`config.mk`:
```
export PLATFORM = sky130hd
export DESIGN_NAME = fft24_twiddle_mult_flat
export DESIGN_NICKNAME = d
export VERILOG_FILES = /design/src/rtl/fft24_twiddle_mult_pkg.sv /design/src/rtl/fft24_twiddle_mult_if.sv /design/src/rtl/fft24_twiddle_mult_cmul.sv /design/src/rtl/fft24_twiddle_rom.sv /design/src/rtl/fft24_twiddle_mult.sv /design/src/flat_wrapper.sv
export SDC_FILE = /design/constraint.sdc
export NUM_CORES = 2
export LEC_CHECK = 0
export ABC_CLOCK_PERIOD_IN_PS = 8380
export CAP_MARGIN = 25
export CORE_MARGIN = 5
export CORE_UTILIZATION = 40
export DETAILED_ROUTE_END_ITERATION = 10
export DONT_BUFFER_PORTS = 1
export SYNTH_ARGS = -nofsm -noshare
export SYNTH_HDL_FRONTEND = slang
export SYNTH_SLANG_ARGS = --single-unit
```
`constraint.sdc`:
```
create_clock -name clk -period 8.38 [get_ports clk]
set_clock_uncertainty 0.2 [all_clocks]
set_input_delay 1.676 -clock clk [delete_from_list [all_inputs] [get_ports clk]]
set_output_delay 1.676 -clock clk [all_outputs]
set_load 0.03 [all_outputs]
```
`src/rtl/fft24_twiddle_mult_pkg.sv`:
```
// Shared constants and helpers for the 24-point DFT inter-stage twiddle rotator.
package fft24_pkg;

    localparam int N       = 24;
    localparam int N1      = 4;
    localparam int N2      = 6;
    localparam int DW      = 16;
    localparam int TW_W    = 18;
    localparam int TW_FRAC = 10;

    // Width of a full complex-product sum (one bit of growth over a single product).
    localparam int SW = DW + TW_W + 1;

    // Half an LSB of the Q10 result, added before the floor shift.
    localparam logic signed [SW-1:0] RND = 35'sd512;

    // Clamp a rounded, shifted sum into the signed DW-bit output range.
    function automatic logic signed [DW-1:0] sat_dw(input logic signed [SW-1:0] v);
        if ((&v[SW-1:DW-1]) || !(|v[SW-1:DW-1])) begin
            return v[DW-1:0];
        end
        return v[SW-1] ? {1'b1, {(DW-1){1'b0}}} : {1'b0, {(DW-1){1'b1}}};
    endfunction

endpackage

```
`src/rtl/fft24_twiddle_mult_if.sv`:
```
// Sample stream between the radix-4 stage, the twiddle rotator and the radix-6 stage.
interface fft24_twiddle_mult_if #(
    parameter int DW = fft24_pkg::DW
);
    logic                 in_valid;
    logic                 in_sop;
    logic signed [DW-1:0] in_re;
    logic signed [DW-1:0] in_im;
    logic                 out_valid;
    logic                 out_sop;
    logic                 out_eop;
    logic signed [DW-1:0] out_re;
    logic signed [DW-1:0] out_im;
    logic                 blk_err;

    modport master (
        output in_valid, in_sop, in_re, in_im,
        input  out_valid, out_sop, out_eop, out_re, out_im, blk_err
    );

    modport slave (
        input  in_valid, in_sop, in_re, in_im,
        output out_valid, out_sop, out_eop, out_re, out_im, blk_err
    );
endinterface

```
`src/rtl/fft24_twiddle_mult_cmul.sv`:
```
// Two-stage complex multiply (a+jb)*(c+jd) with Q10 round-half-up and saturation.
module cmul_q10 #(
    parameter int DW      = 16,
    parameter int TW_W    = 18,
    parameter int TW_FRAC = 10
) (
    input  logic                   clk,
    input  logic                   rst_n,
    input  logic                   en1_i,
    input  logic                   en2_i,
    input  logic signed [DW-1:0]   a_i,
    input  logic signed [DW-1:0]   b_i,
    input  logic signed [TW_W-1:0] c_i,
    input  logic signed [TW_W-1:0] d_i,
    output logic signed [DW-1:0]   re_o,
    output logic signed [DW-1:0]   im_o
);
    import fft24_pkg::*;

    localparam int PW = DW + TW_W;
    localparam int XW = PW + 1;

    logic signed [PW-1:0] ac_q, bd_q, ad_q, bc_q;
    logic signed [XW-1:0] re_sum, im_sum, re_sh, im_sh;

    // Product stage: the four partial products, captured with the sample.
    always_ff @(posedge clk or negedge rst_n) begin
        if (!rst_n) begin
            ac_q <= '0;
            bd_q <= '0;
            ad_q <= '0;
            bc_q <= '0;
        end else if (en1_i) begin
            ac_q <= PW'(a_i) * PW'(c_i);
            bd_q <= PW'(b_i) * PW'(d_i);
            ad_q <= PW'(a_i) * PW'(d_i);
            bc_q <= PW'(b_i) * PW'(c_i);
        end
    end

    // Combine, round half up, then floor-shift back to integer scale.
    always_comb begin
        re_sum = {ac_q[PW-1], ac_q} - {bd_q[PW-1], bd_q};
        im_sum = {ad_q[PW-1], ad_q} + {bc_q[PW-1], bc_q};
        re_sh  = (re_sum + RND) >>> TW_FRAC;
        im_sh  = (im_sum + RND) >>> TW_FRAC;
    end

    // Output stage: saturated result, held while no sample is in flight.
    always_ff @(posedge clk or negedge rst_n) begin
        if (!rst_n) begin
            re_o <= '0;
            im_o <= '0;
        end else if (en2_i) begin
            re_o <= sat_dw(re_sh);
            im_o <= sat_dw(im_sh);
        end
    end
endmodule

```
`src/rtl/fft24_twiddle_rom.sv`:
```
// 24-entry W24 twiddle ROM, Q10, with registered output.
// Entries are floor(1024*cos(2*pi*m/24)), floor(-1024*sin(2*pi*m/24)).
module fft24_twiddle_rom #(
    parameter int TW_W = 18
) (
    input  logic                   clk,
    input  logic                   rst_n,
    input  logic                   en_i,
    input  logic [4:0]             addr_i,
    output logic signed [TW_W-1:0] re_o,
    output logic signed [TW_W-1:0] im_o
);
    logic signed [TW_W-1:0] re_d, im_d;

    // Table lookup.
    always_comb begin
        re_d = '0;
        im_d = '0;
        case (addr_i)
            5'd0:  begin re_d = TW_W'(1024);  im_d = TW_W'(0);     end
            5'd1:  begin re_d = TW_W'(989);   im_d = TW_W'(-266);  end
            5'd2:  begin re_d = TW_W'(886);   im_d = TW_W'(-512);  end
            5'd3:  begin re_d = TW_W'(724);   im_d = TW_W'(-725);  end
            5'd4:  begin re_d = TW_W'(512);   im_d = TW_W'(-887);  end
            5'd5:  begin re_d = TW_W'(265);   im_d = TW_W'(-990);  end
            5'd6:  begin re_d = TW_W'(0);     im_d = TW_W'(-1024); end
            5'd7:  begin re_d = TW_W'(-266);  im_d = TW_W'(-990);  end
            5'd8:  begin re_d = TW_W'(-512);  im_d = TW_W'(-887);  end
            5'd9:  begin re_d = TW_W'(-725);  im_d = TW_W'(-725);  end
            5'd10: begin re_d = TW_W'(-887);  im_d = TW_W'(-512);  end
            5'd11: begin re_d = TW_W'(-990);  im_d = TW_W'(-266);  end
            5'd12: begin re_d = TW_W'(-1024); im_d = TW_W'(0);     end
            5'd13: begin re_d = TW_W'(-990);  im_d = TW_W'(265);   end
            5'd14: begin re_d = TW_W'(-887);  im_d = TW_W'(512);   end
            5'd15: begin re_d = TW_W'(-725);  im_d = TW_W'(724);   end
            5'd16: begin re_d = TW_W'(-512);  im_d = TW_W'(886);   end
            5'd17: begin re_d = TW_W'(-266);  im_d = TW_W'(989);   end
            5'd18: begin re_d = TW_W'(0);     im_d = TW_W'(1024);  end
            5'd19: begin re_d = TW_W'(265);   im_d = TW_W'(989);   end
            5'd20: begin re_d = TW_W'(512);   im_d = TW_W'(886);   end
            5'd21: begin re_d = TW_W'(724);   im_d = TW_W'(724);   end
            5'd22: begin re_d = TW_W'(886);   im_d = TW_W'(512);   end
            5'd23: begin re_d = TW_W'(989);   im_d = TW_W'(265);   end
            default: begin re_d = '0;         im_d = '0;           end
        endcase
    end

    // Output register, loaded only for accepted samples.
    always_ff @(posedge clk or negedge rst_n) begin
        if (!rst_n) begin
            re_o <= '0;
            im_o <= '0;
        end else if (en_i) begin
            re_o <= re_d;
            im_o <= im_d;
        end
    end
endmodule

```
`src/rtl/fft24_twiddle_mult.sv`:
```
// Inter-stage twiddle rotator for the 24 = 4 x 6 DFT: sample i = k1*6 + n2 is
// multiplied by W24^(k1*n2). Fixed 3-cycle latency, no backpressure.
//
//   state    | meaning
//   ---------+-----------------------------------------------------------
//   ST_IDLE  | waiting for in_sop; valid samples without sop are dropped
//   ST_RUN   | inside a block; counters advance per valid sample
module fft24_twiddle_mult #(
    parameter int DW      = fft24_pkg::DW,
    parameter int TW_W    = fft24_pkg::TW_W,
    parameter int TW_FRAC = fft24_pkg::TW_FRAC
) (
    input logic                 clk,
    input logic                 rst_n,
    fft24_twiddle_mult_if.slave bus
);
    import fft24_pkg::*;

    localparam logic [0:0] ST_IDLE = 1'b0;
    localparam logic [0:0] ST_RUN  = 1'b1;

    logic [0:0]             state_q, state_d;
    logic [1:0]             k1_q, k1_d, k1_cur;
    logic [2:0]             n2_q, n2_d, n2_cur;
    logic                   accept, last_cur, blk_err_d;
    logic [4:0]             rom_addr;
    logic signed [TW_W-1:0] tw_re, tw_im;
    logic signed [DW-1:0]   s1_re_q, s1_im_q, cm_re, cm_im;
    logic                   s1_valid_q, s1_sop_q, s1_eop_q;
    logic                   s2_valid_q, s2_sop_q, s2_eop_q;
    logic                   out_valid_q, out_sop_q, out_eop_q, blk_err_q;

    // Index of the current sample, acceptance and next FSM/counter state.
    // A sop always forces index 0, which also covers the mid-block restart.
    always_comb begin
        k1_cur    = bus.in_sop ? 2'd0 : k1_q;
        n2_cur    = bus.in_sop ? 3'd0 : n2_q;
        accept    = bus.in_valid && (bus.in_sop || (state_q == ST_RUN));
        last_cur  = (k1_cur == 2'(N1 - 1)) && (n2_cur == 3'(N2 - 1));
        rom_addr  = 5'(k1_cur) * 5'(n2_cur);
        blk_err_d = bus.in_valid && bus.in_sop && (state_q == ST_RUN);
        state_d   = state_q;
        k1_d      = k1_q;
        n2_d      = n2_q;
        if (accept) begin
            state_d = last_cur ? ST_IDLE : ST_RUN;
            if (n2_cur == 3'(N2 - 1)) begin
                n2_d = 3'd0;
                k1_d = k1_cur + 2'd1;
            end else begin
                n2_d = n2_cur + 3'd1;
                k1_d = k1_cur;
            end
        end
    end

    // FSM and index counters.
    always_ff @(posedge clk or negedge rst_n) begin
        if (!rst_n) begin
            state_q <= ST_IDLE;
            k1_q    <= '0;
            n2_q    <= '0;
        end else begin
            state_q <= state_d;
            k1_q    <= k1_d;
            n2_q    <= n2_d;
        end
    end

    // Stage 1: capture the accepted sample and its framing flags.
    always_ff @(posedge clk or negedge rst_n) begin
        if (!rst_n) begin
            s1_valid_q <= 1'b0;
            s1_sop_q   <= 1'b0;
            s1_eop_q   <= 1'b0;
            s1_re_q    <= '0;
            s1_im_q    <= '0;
        end else begin
            s1_valid_q <= accept;
            s1_sop_q   <= accept && bus.in_sop;
            s1_eop_q   <= accept && last_cur;
            if (accept) begin
                s1_re_q <= bus.in_re;
                s1_im_q <= bus.in_im;
            end
        end
    end

    // Flag delay line for stages 2 and 3, plus the restart error pulse.
    always_ff @(posedge clk or negedge rst_n) begin
        if (!rst_n) begin
            s2_valid_q  <= 1'b0;
            s2_sop_q    <= 1'b0;
            s2_eop_q    <= 1'b0;
            out_valid_q <= 1'b0;
            out_sop_q   <= 1'b0;
            out_eop_q   <= 1'b0;
            blk_err_q   <= 1'b0;
        end else begin
            s2_valid_q  <= s1_valid_q;
            s2_sop_q    <= s1_sop_q;
            s2_eop_q    <= s1_eop_q;
            out_valid_q <= s2_valid_q;
            out_sop_q   <= s2_sop_q;
            out_eop_q   <= s2_eop_q;
            blk_err_q   <= blk_err_d;
        end
    end

    fft24_twiddle_rom #(.TW_W(TW_W)) u_rom (
        .clk    (clk),
        .rst_n  (rst_n),
        .en_i   (accept),
        .addr_i (rom_addr),
        .re_o   (tw_re),
        .im_o   (tw_im)
    );

    cmul_q10 #(.DW(DW), .TW_W(TW_W), .TW_FRAC(TW_FRAC)) u_cmul (
        .clk   (clk),
        .rst_n (rst_n),
        .en1_i (s1_valid_q),
        .en2_i (s2_valid_q),
        .a_i   (s1_re_q),
        .b_i   (s1_im_q),
        .c_i   (tw_re),
        .d_i   (tw_im),
        .re_o  (cm_re),
        .im_o  (cm_im)
    );

    assign bus.out_valid = out_valid_q;
    assign bus.out_sop   = out_sop_q;
    assign bus.out_eop   = out_eop_q;
    assign bus.out_re    = cm_re;
    assign bus.out_im    = cm_im;
    assign bus.blk_err   = blk_err_q;
endmodule

```
`src/flat_wrapper.sv`:
```
// flat-port wrapper written by rule: the top's interface ports become plain ports
module fft24_twiddle_mult_flat import fft24_pkg::*;
#(
    parameter int DW      = fft24_pkg::DW,
    parameter int TW_W    = fft24_pkg::TW_W,
    parameter int TW_FRAC = fft24_pkg::TW_FRAC
)
  (clk, rst_n, bus_in_valid, bus_in_sop, bus_in_re, bus_in_im, bus_out_valid, bus_out_sop, bus_out_eop, bus_out_re, bus_out_im, bus_blk_err);
  fft24_twiddle_mult_if #(.DW(DW)) bus_i ();
  input logic clk;
  input logic rst_n;
  input wire logic [$bits(bus_i.in_valid)-1:0] bus_in_valid;
  input wire logic [$bits(bus_i.in_sop)-1:0] bus_in_sop;
  input wire logic [$bits(bus_i.in_re)-1:0] bus_in_re;
  input wire logic [$bits(bus_i.in_im)-1:0] bus_in_im;
  output wire logic [$bits(bus_i.out_valid)-1:0] bus_out_valid;
  output wire logic [$bits(bus_i.out_sop)-1:0] bus_out_sop;
  output wire logic [$bits(bus_i.out_eop)-1:0] bus_out_eop;
  output wire logic [$bits(bus_i.out_re)-1:0] bus_out_re;
  output wire logic [$bits(bus_i.out_im)-1:0] bus_out_im;
  output wire logic [$bits(bus_i.blk_err)-1:0] bus_blk_err;
  assign bus_i.in_valid = bus_in_valid;
  assign bus_i.in_sop = bus_in_sop;
  assign bus_i.in_re = bus_in_re;
  assign bus_i.in_im = bus_in_im;
  assign bus_out_valid = bus_i.out_valid;
  assign bus_out_sop = bus_i.out_sop;
  assign bus_out_eop = bus_i.out_eop;
  assign bus_out_re = bus_i.out_re;
  assign bus_out_im = bus_i.out_im;
  assign bus_blk_err = bus_i.blk_err;
  fft24_twiddle_mult #(.DW(DW), .TW_W(TW_W), .TW_FRAC(TW_FRAC)) u_core (.clk(clk), .rst_n(rst_n), .bus(bus_i));
endmodule
```
# Word-level counts from Yosys, hierarchy flattened
# Memory sizes are Yosys's and may differ from the RTL's. A register that Yosys moved wholly into a read port is not among the register bits.
# Index checks and enable logic that the tools add are counted.
[classes] n_addsub=6 mul=5 n_eq_ne=2 mux=15 n_reduce_logical=16
[op_table] op="16-bit by 18-bit multiplier with 34-bit output" n=4
[op_table] op="16-bit two-way mux" n=6
[op_table] op="35-bit by 11-bit adder with 35-bit output, second input constant" n=2
[op_table] op="34-bit by 34-bit adder with 35-bit output" n=1
[op_table] op="34-bit by 34-bit subtractor with 35-bit output" n=1
[op_table] op="10-bit AND reduction" n=2
[op_table] op="10-bit OR reduction" n=2
[op_table] op="1-bit logical AND" n=6
[op_table] op="3-bit two-way mux" n=2
[op_table] op="2-bit by 3-bit multiplier with 5-bit output" n=1
[op_table] op="1-bit two-way mux" n=5
[op_table] op="2-bit two-way mux" n=2
[op_table] op="3-bit by 1-bit adder with 3-bit output, second input constant" n=1
[op_table] op="3-bit equality test, second input constant" n=1
[op_table] op="1-bit zero test" n=3
[op_table] op="1-bit logical OR" n=3
[op_table] op="2-bit by 1-bit adder with 2-bit output, second input constant" n=1
[op_table] op="2-bit equality test, second input constant" n=1
[totals] register_bits=216 romBits=1152 inputBits=36 output_inout_bits=36 wordCells=66 memories=1
[memory_table] memory="(no name shown)" words=32 width=36 read_ports=1 rd_ports_with_merged_regs=1 wr=0 line="fft24_twiddle_rom.sv:19" text="case (addr_i)"

# Longest topological paths before layout
[depth] ltp_word=8 ltp_mapped=28 mapped_depth_nobuf=26

# Modules after synthesis
# Synthesis repeated with hierarchy kept, for this count alone.
[unflattened] cells_unflattened=6008 hier_area_um2=56197.6
[modules_own_cells] module="cmul_q10" n_inst=1 cells_per_inst=5716 area_each_um2=52859.4 seq_area_each_um2=4204.0
[modules_own_cells] module="fft24_twiddle_mult" n_inst=1 cells_per_inst=135 area_each_um2=1949.4 seq_area_each_um2=1201.2
[modules_own_cells] module="fft24_twiddle_rom" n_inst=1 cells_per_inst=157 area_each_um2=1388.8 seq_area_each_um2=400.4

# Least setup slack after synthesis
# OpenSTA, ideal clock, no wires.
[synth_timing] kind="register to register" startpoint="reg u_core.u_rom.re_o[17]" endpoint="reg u_core.u_cmul.ac_q[32]" setup_ps=124 t_arrival_ps=6537 required_ps=8056 slack_ps=1520 stages_incl_launch_ff=25 n_path_buf=2 period_less_slack_ps=6860 path_cell_list="dfrtp_1 clkbuf_1 clkbuf_1 nand2_1 fa_1 fa_1 inv_1 fa_1 fa_1 fa_1 inv_1 fa_1 inv_1 ha_1 a21o_1 nor3_1 o21ai_0 a31oi_1 nand2_1 o21a_1 a311oi_1 o21ai_0 a2111oi_0 nor4_1 o31a_1"
[synth_via] elab_chain_len=1
[synth_rtl] element="from (decl)" line="fft24_twiddle_rom.sv:10" text="output logic signed [TW_W-1:0] re_o,"
[synth_rtl] element="16-bit by 18-bit multiplier with 34-bit output" line="fft24_twiddle_mult_cmul.sv:34" text="ac_q <= PW'(a_i) * PW'(c_i);"
[synth_rtl] element="to (signal assigned)" line="fft24_twiddle_mult_cmul.sv:34"
[synth_rtl] element="to (decl)" line="fft24_twiddle_mult_cmul.sv:23" text="logic signed [PW-1:0] ac_q, bd_q, ad_q, bc_q;"
# No other way between the ends.
# A chain may end at the register's enable or synchronous reset.

# Worst setup path in the final report
[layout_timing] startpoint="reg u_core.u_rom.re_o[10]" endpoint="reg u_core.u_cmul.bc_q[31]"
[layout_via] elab_chain_len=1
[layout_rtl] element="16-bit by 18-bit multiplier with 34-bit output" line="fft24_twiddle_mult_cmul.sv:37" text="bc_q <= PW'(b_i) * PW'(c_i);"
[layout_rtl] element="to (signal assigned)" line="fft24_twiddle_mult_cmul.sv:37"
[layout_rtl] element="to (decl)" line="fft24_twiddle_mult_cmul.sv:23"
# No other way between the ends.

==> impl_metrics.py <==
metrics = {
    "setup_path": {
        "worst-r2r-cell-count": 23,
        "arrival_ps": 7970,
        "path_class": "reg -> reg",
        "reg2reg_to": "u_core.u_cmul.bc_q[31]",
        "worst-endpoint-required_ps": 8660,
        "cp_num_buf_inv": 4,
        "end_kind": "flip-flop",
        "cp_cell_sequence": "and2_1 > fa_1 > inv_1 > fa_1 > fa_1 > inv_1 > fa_1 > fa_1 > inv_1 > fa_1 > inv_1 > ha_1 > a21o_1 > a21o_1 > a21oi_1 > o21ai_0 > a211oi_1 > nor3_1 > o41ai_1 > a21oi_1 > a21oi_1 > xnor2_1 > mux2_2",
        "cp_top_family": "adder cells",
        "cp-start-kind": "flip-flop",
        "r2r_start": "u_core.u_rom.re_o[10]",
        "cpMostUsedCell": "fa_1",
        "ff2ff_setup_slack_ps": 680,
        "cp_max_fo": 16,
        "cp_slowest_cell": "dfrtp_1",
        "critical_path.max_stage_delay_ps": 590,
    },
    "route": {
        "ant_nets": 0,
        "wire_per_inst_um": 17.3,
        "via_per_inst": 4.99,
        "drt-total-wl_mm": 109,
        "drcViolationCount": 0,
        "vias": 31480,
        "drt_iter0_drc": 1818,
        "dr.pass1.iters": 5,
    },
    "sta": {
        "drv_slew": 0,
        "min_period_over_period_pct": 91.8,
        "finalHoldViolations": 0,
        "period_needed_ps": 7700,
        "rsz0062_at_grt": "false",
        "tns_ps": 0,
        "slew_headroom_pct": 31.8,
        "worstMarginPinSlew_ps": 1020,
        "max_freq_mhz": 130,
        "setup_slack_ps": 684,
        "setup_violations": 0,
    },
    "cts": {
        "cts-root-buf": "clkbuf_16",
        "cts_sinks": 232,
        "tritoncts": "built",
        "cts_made_buffers": 35,
        "cts_hold_buf": 0,
        "clock_path_buffers": 3,
        "cts_resized": 0,
        "cts_max_level": 2,
        "postCtsSetupBuffers": 0,
        "path_clk_slew_ps": 60,
        "clk-insertion-delay-late_ps": 590,
    },
    "logic_synthesis": {
        "syn_area_per_cell_um2": 9.46,
        "synth_edf_count": 0,
        "ys_seq_elements": 232,
        "synth_fp_nets": 6207,
        "async_reset_ff_share_pct": 100,
        "synth_cells": 4823,
        "ys_seq_area_share_pct": 12.7,
        "yosysWarnings": 0,
        "ys.flop_type": "dfrtp_1",
        "syn_area_mm2": 0.0456,
        "synthDistinctLibCells": 89,
    },
    "placed_design": {
        "portBuffers": 0,
        "post-dp-hpwl_mm": 90.4,
        "pre_cts_ws_ps": 793,
        "gp_congestion": 0.884,
    },
    "grt": {
        "grt_max_degree": 233,
        "grt_pass1_vias": 32898,
        "antenna_found_initial": 10,
        "grt_util_all_layers_pct": 18.8,
        "grt_pass1_wl_mm": 181,
        "grt_remaining_overflow": 0,
    },
    "layout": {
        "most-common-layout-cells": "inv_1, fa_1, nand2_1, ha_1, dfrtp_1",
        "mostFrequentLayoutCell": "inv_1",
        "nNetsFinal": 6155,
        "drive_gt1_share_pct": 5.17,
        "fill_cells": 11200,
        "multi_input_area_mm2": 0.0347,
        "seq_area_mm2": 0.00581,
        "area_growth_pct": 6.63,
    },
    "floorplanning": {
        "core_area_mm2": 0.114,
        "die_h_um": 348,
        "ioPinCount": 72,
        "die_area_mm2": 0.121,
        "die_x_um": 348,
        "initial_core_util_pct": 40.1,
        "rows": 124,
    },
    "worst_hold_path": {
        "hold_class": "reg -> reg",
        "min_path_cells": 0,
        "min_to": "u_core.bus.out_eop",
        "worstHoldStart": "u_core.s2_eop_q",
    },
    "flow_run": {
        "drv_cap": 0,
    },
    "run_status": {
        "status": "completed",
    },
}
## state kept, by name, indices dropped and copies added (netlist names), 2 cells and up
name,flops
u_core.u_cmul.ad_q,34
u_core.s1_re_q,16
u_core.s1_im_q,16
u_core.u_cmul.im_o,16
u_core.k1_q,2
u_core.u_rom.im_o,8
u_core.u_cmul.bd_q,34
u_core.u_cmul.ac_q,34
u_core.u_cmul.bc_q,34
u_core.u_rom.re_o,8
u_core.u_cmul.re_o,16
u_core.n2_q,3
## metal layers
metal  GRT usage (%)  vias up  part of all wire (%)
met3            2.65       95                   5.5
met1            27.3    15936                    46
li1                -    14733                     -
met2            29.9      712                    46
met5               0        -                 0.021
met4            4.57        4                   2.4
## through the flow
stage,utilization [%],area (um2),hold WS [ps],std cells
4_1_cts,42.7,48700,148,6308
5_1_grt,42.7,48700,150,6312
2_1_floorplan,-,45600,131,4823
3_3_place_gp,41.7,47400,132,6246
6_report,42.7,48700,146,6314
3_5_place_dp,41.7,47400,136,6246
## how the worst max path moves through the flow
| stage | cells past startpoint | slack [ps] | startpoint | end |
|---|---|---|---|---|
| after floorplan | 24 | 1520 | u_core.u_rom.re_o[17] | u_core.u_cmul.ac_q[32] |
| after global placement | 23 | 780 | u_core.u_rom.re_o[10] | u_core.u_cmul.bc_q[31] |
| after detailed placement | 23 | 790 | u_core.u_rom.re_o[10] | u_core.u_cmul.bc_q[31] |
| after CTS | 23 | 770 | u_core.u_rom.re_o[10] | u_core.u_cmul.bc_q[31] |
| after global routing | 23 | 230 | u_core.u_rom.re_o[10] | u_core.u_cmul.bc_q[31] |
| final | 23 | 680 | u_core.u_rom.re_o[10] | u_core.u_cmul.bc_q[31] |
## layout make-up
type	instances	share of cell area, %
repair buffers	63	0.998
inverters	1223	9.43
multi-input cells	3216	71.2
clock buffers	47	2.04
flip-flops and latches	232	11.9
diodes	6	0.0309
clock inverters	15	0.465
well taps	1512	3.89
## Yosys cell counts (17+ instances only)
| library cell | instances | area (um2) |
|---|---|---|
| inv_1 | 1221 | 4580 |
| fa_1 | 871 | 17400 |
| nand2_1 | 495 | 1860 |
| ha_1 | 477 | 5970 |
| dfrtp_1 | 232 | 5810 |
| and2_1 | 215 | 1350 |
| a21oi_1 | 147 | 736 |
| clkbuf_1 | 137 | 514 |
| nor2_1 | 130 | 488 |
| o21ai_0 | 103 | 515 |
| xnor2_1 | 96 | 841 |
| mux2_2 | 82 | 923 |
| a21o_1 | 73 | 548 |
| xor2_1 | 54 | 473 |
| nand3_1 | 45 | 225 |
| nor3_1 | 44 | 220 |
| o21bai_1 | 32 | 240 |
| nand4_1 | 26 | 163 |
| a221o_1 | 25 | 250 |
| nand2b_1 | 25 | 156 |
| a31oi_1 | 22 | 138 |
| and3_1 | 17 | 106 |
| o21a_1 | 17 | 128 |
## cell families (layout without fill, tap and decap cells)
| logic type | Yosys count | in the layout | share of synthesized area, % |
|---|---|---|---|
| buffers and inverters | 1375 | 1348 | 11.4 |
| xor gates and xnor gates | 150 | 150 | 2.88 |
| adders and majority gates | 1348 | 1348 | 51.3 |
| other | 0 | 6 | 0 |
| AOI/OAI and AO/OA | 564 | 564 | 8.45 |
| and+or+nand+nor | 1061 | 1061 | 11.0 |
| DFF | 232 | 232 | 12.7 |
| muxes | 93 | 93 | 2.29 |
Power is left out: the tool's default activity adds up to more than one toggle a clock period on the data nets, which glitch-free logic cannot reach.
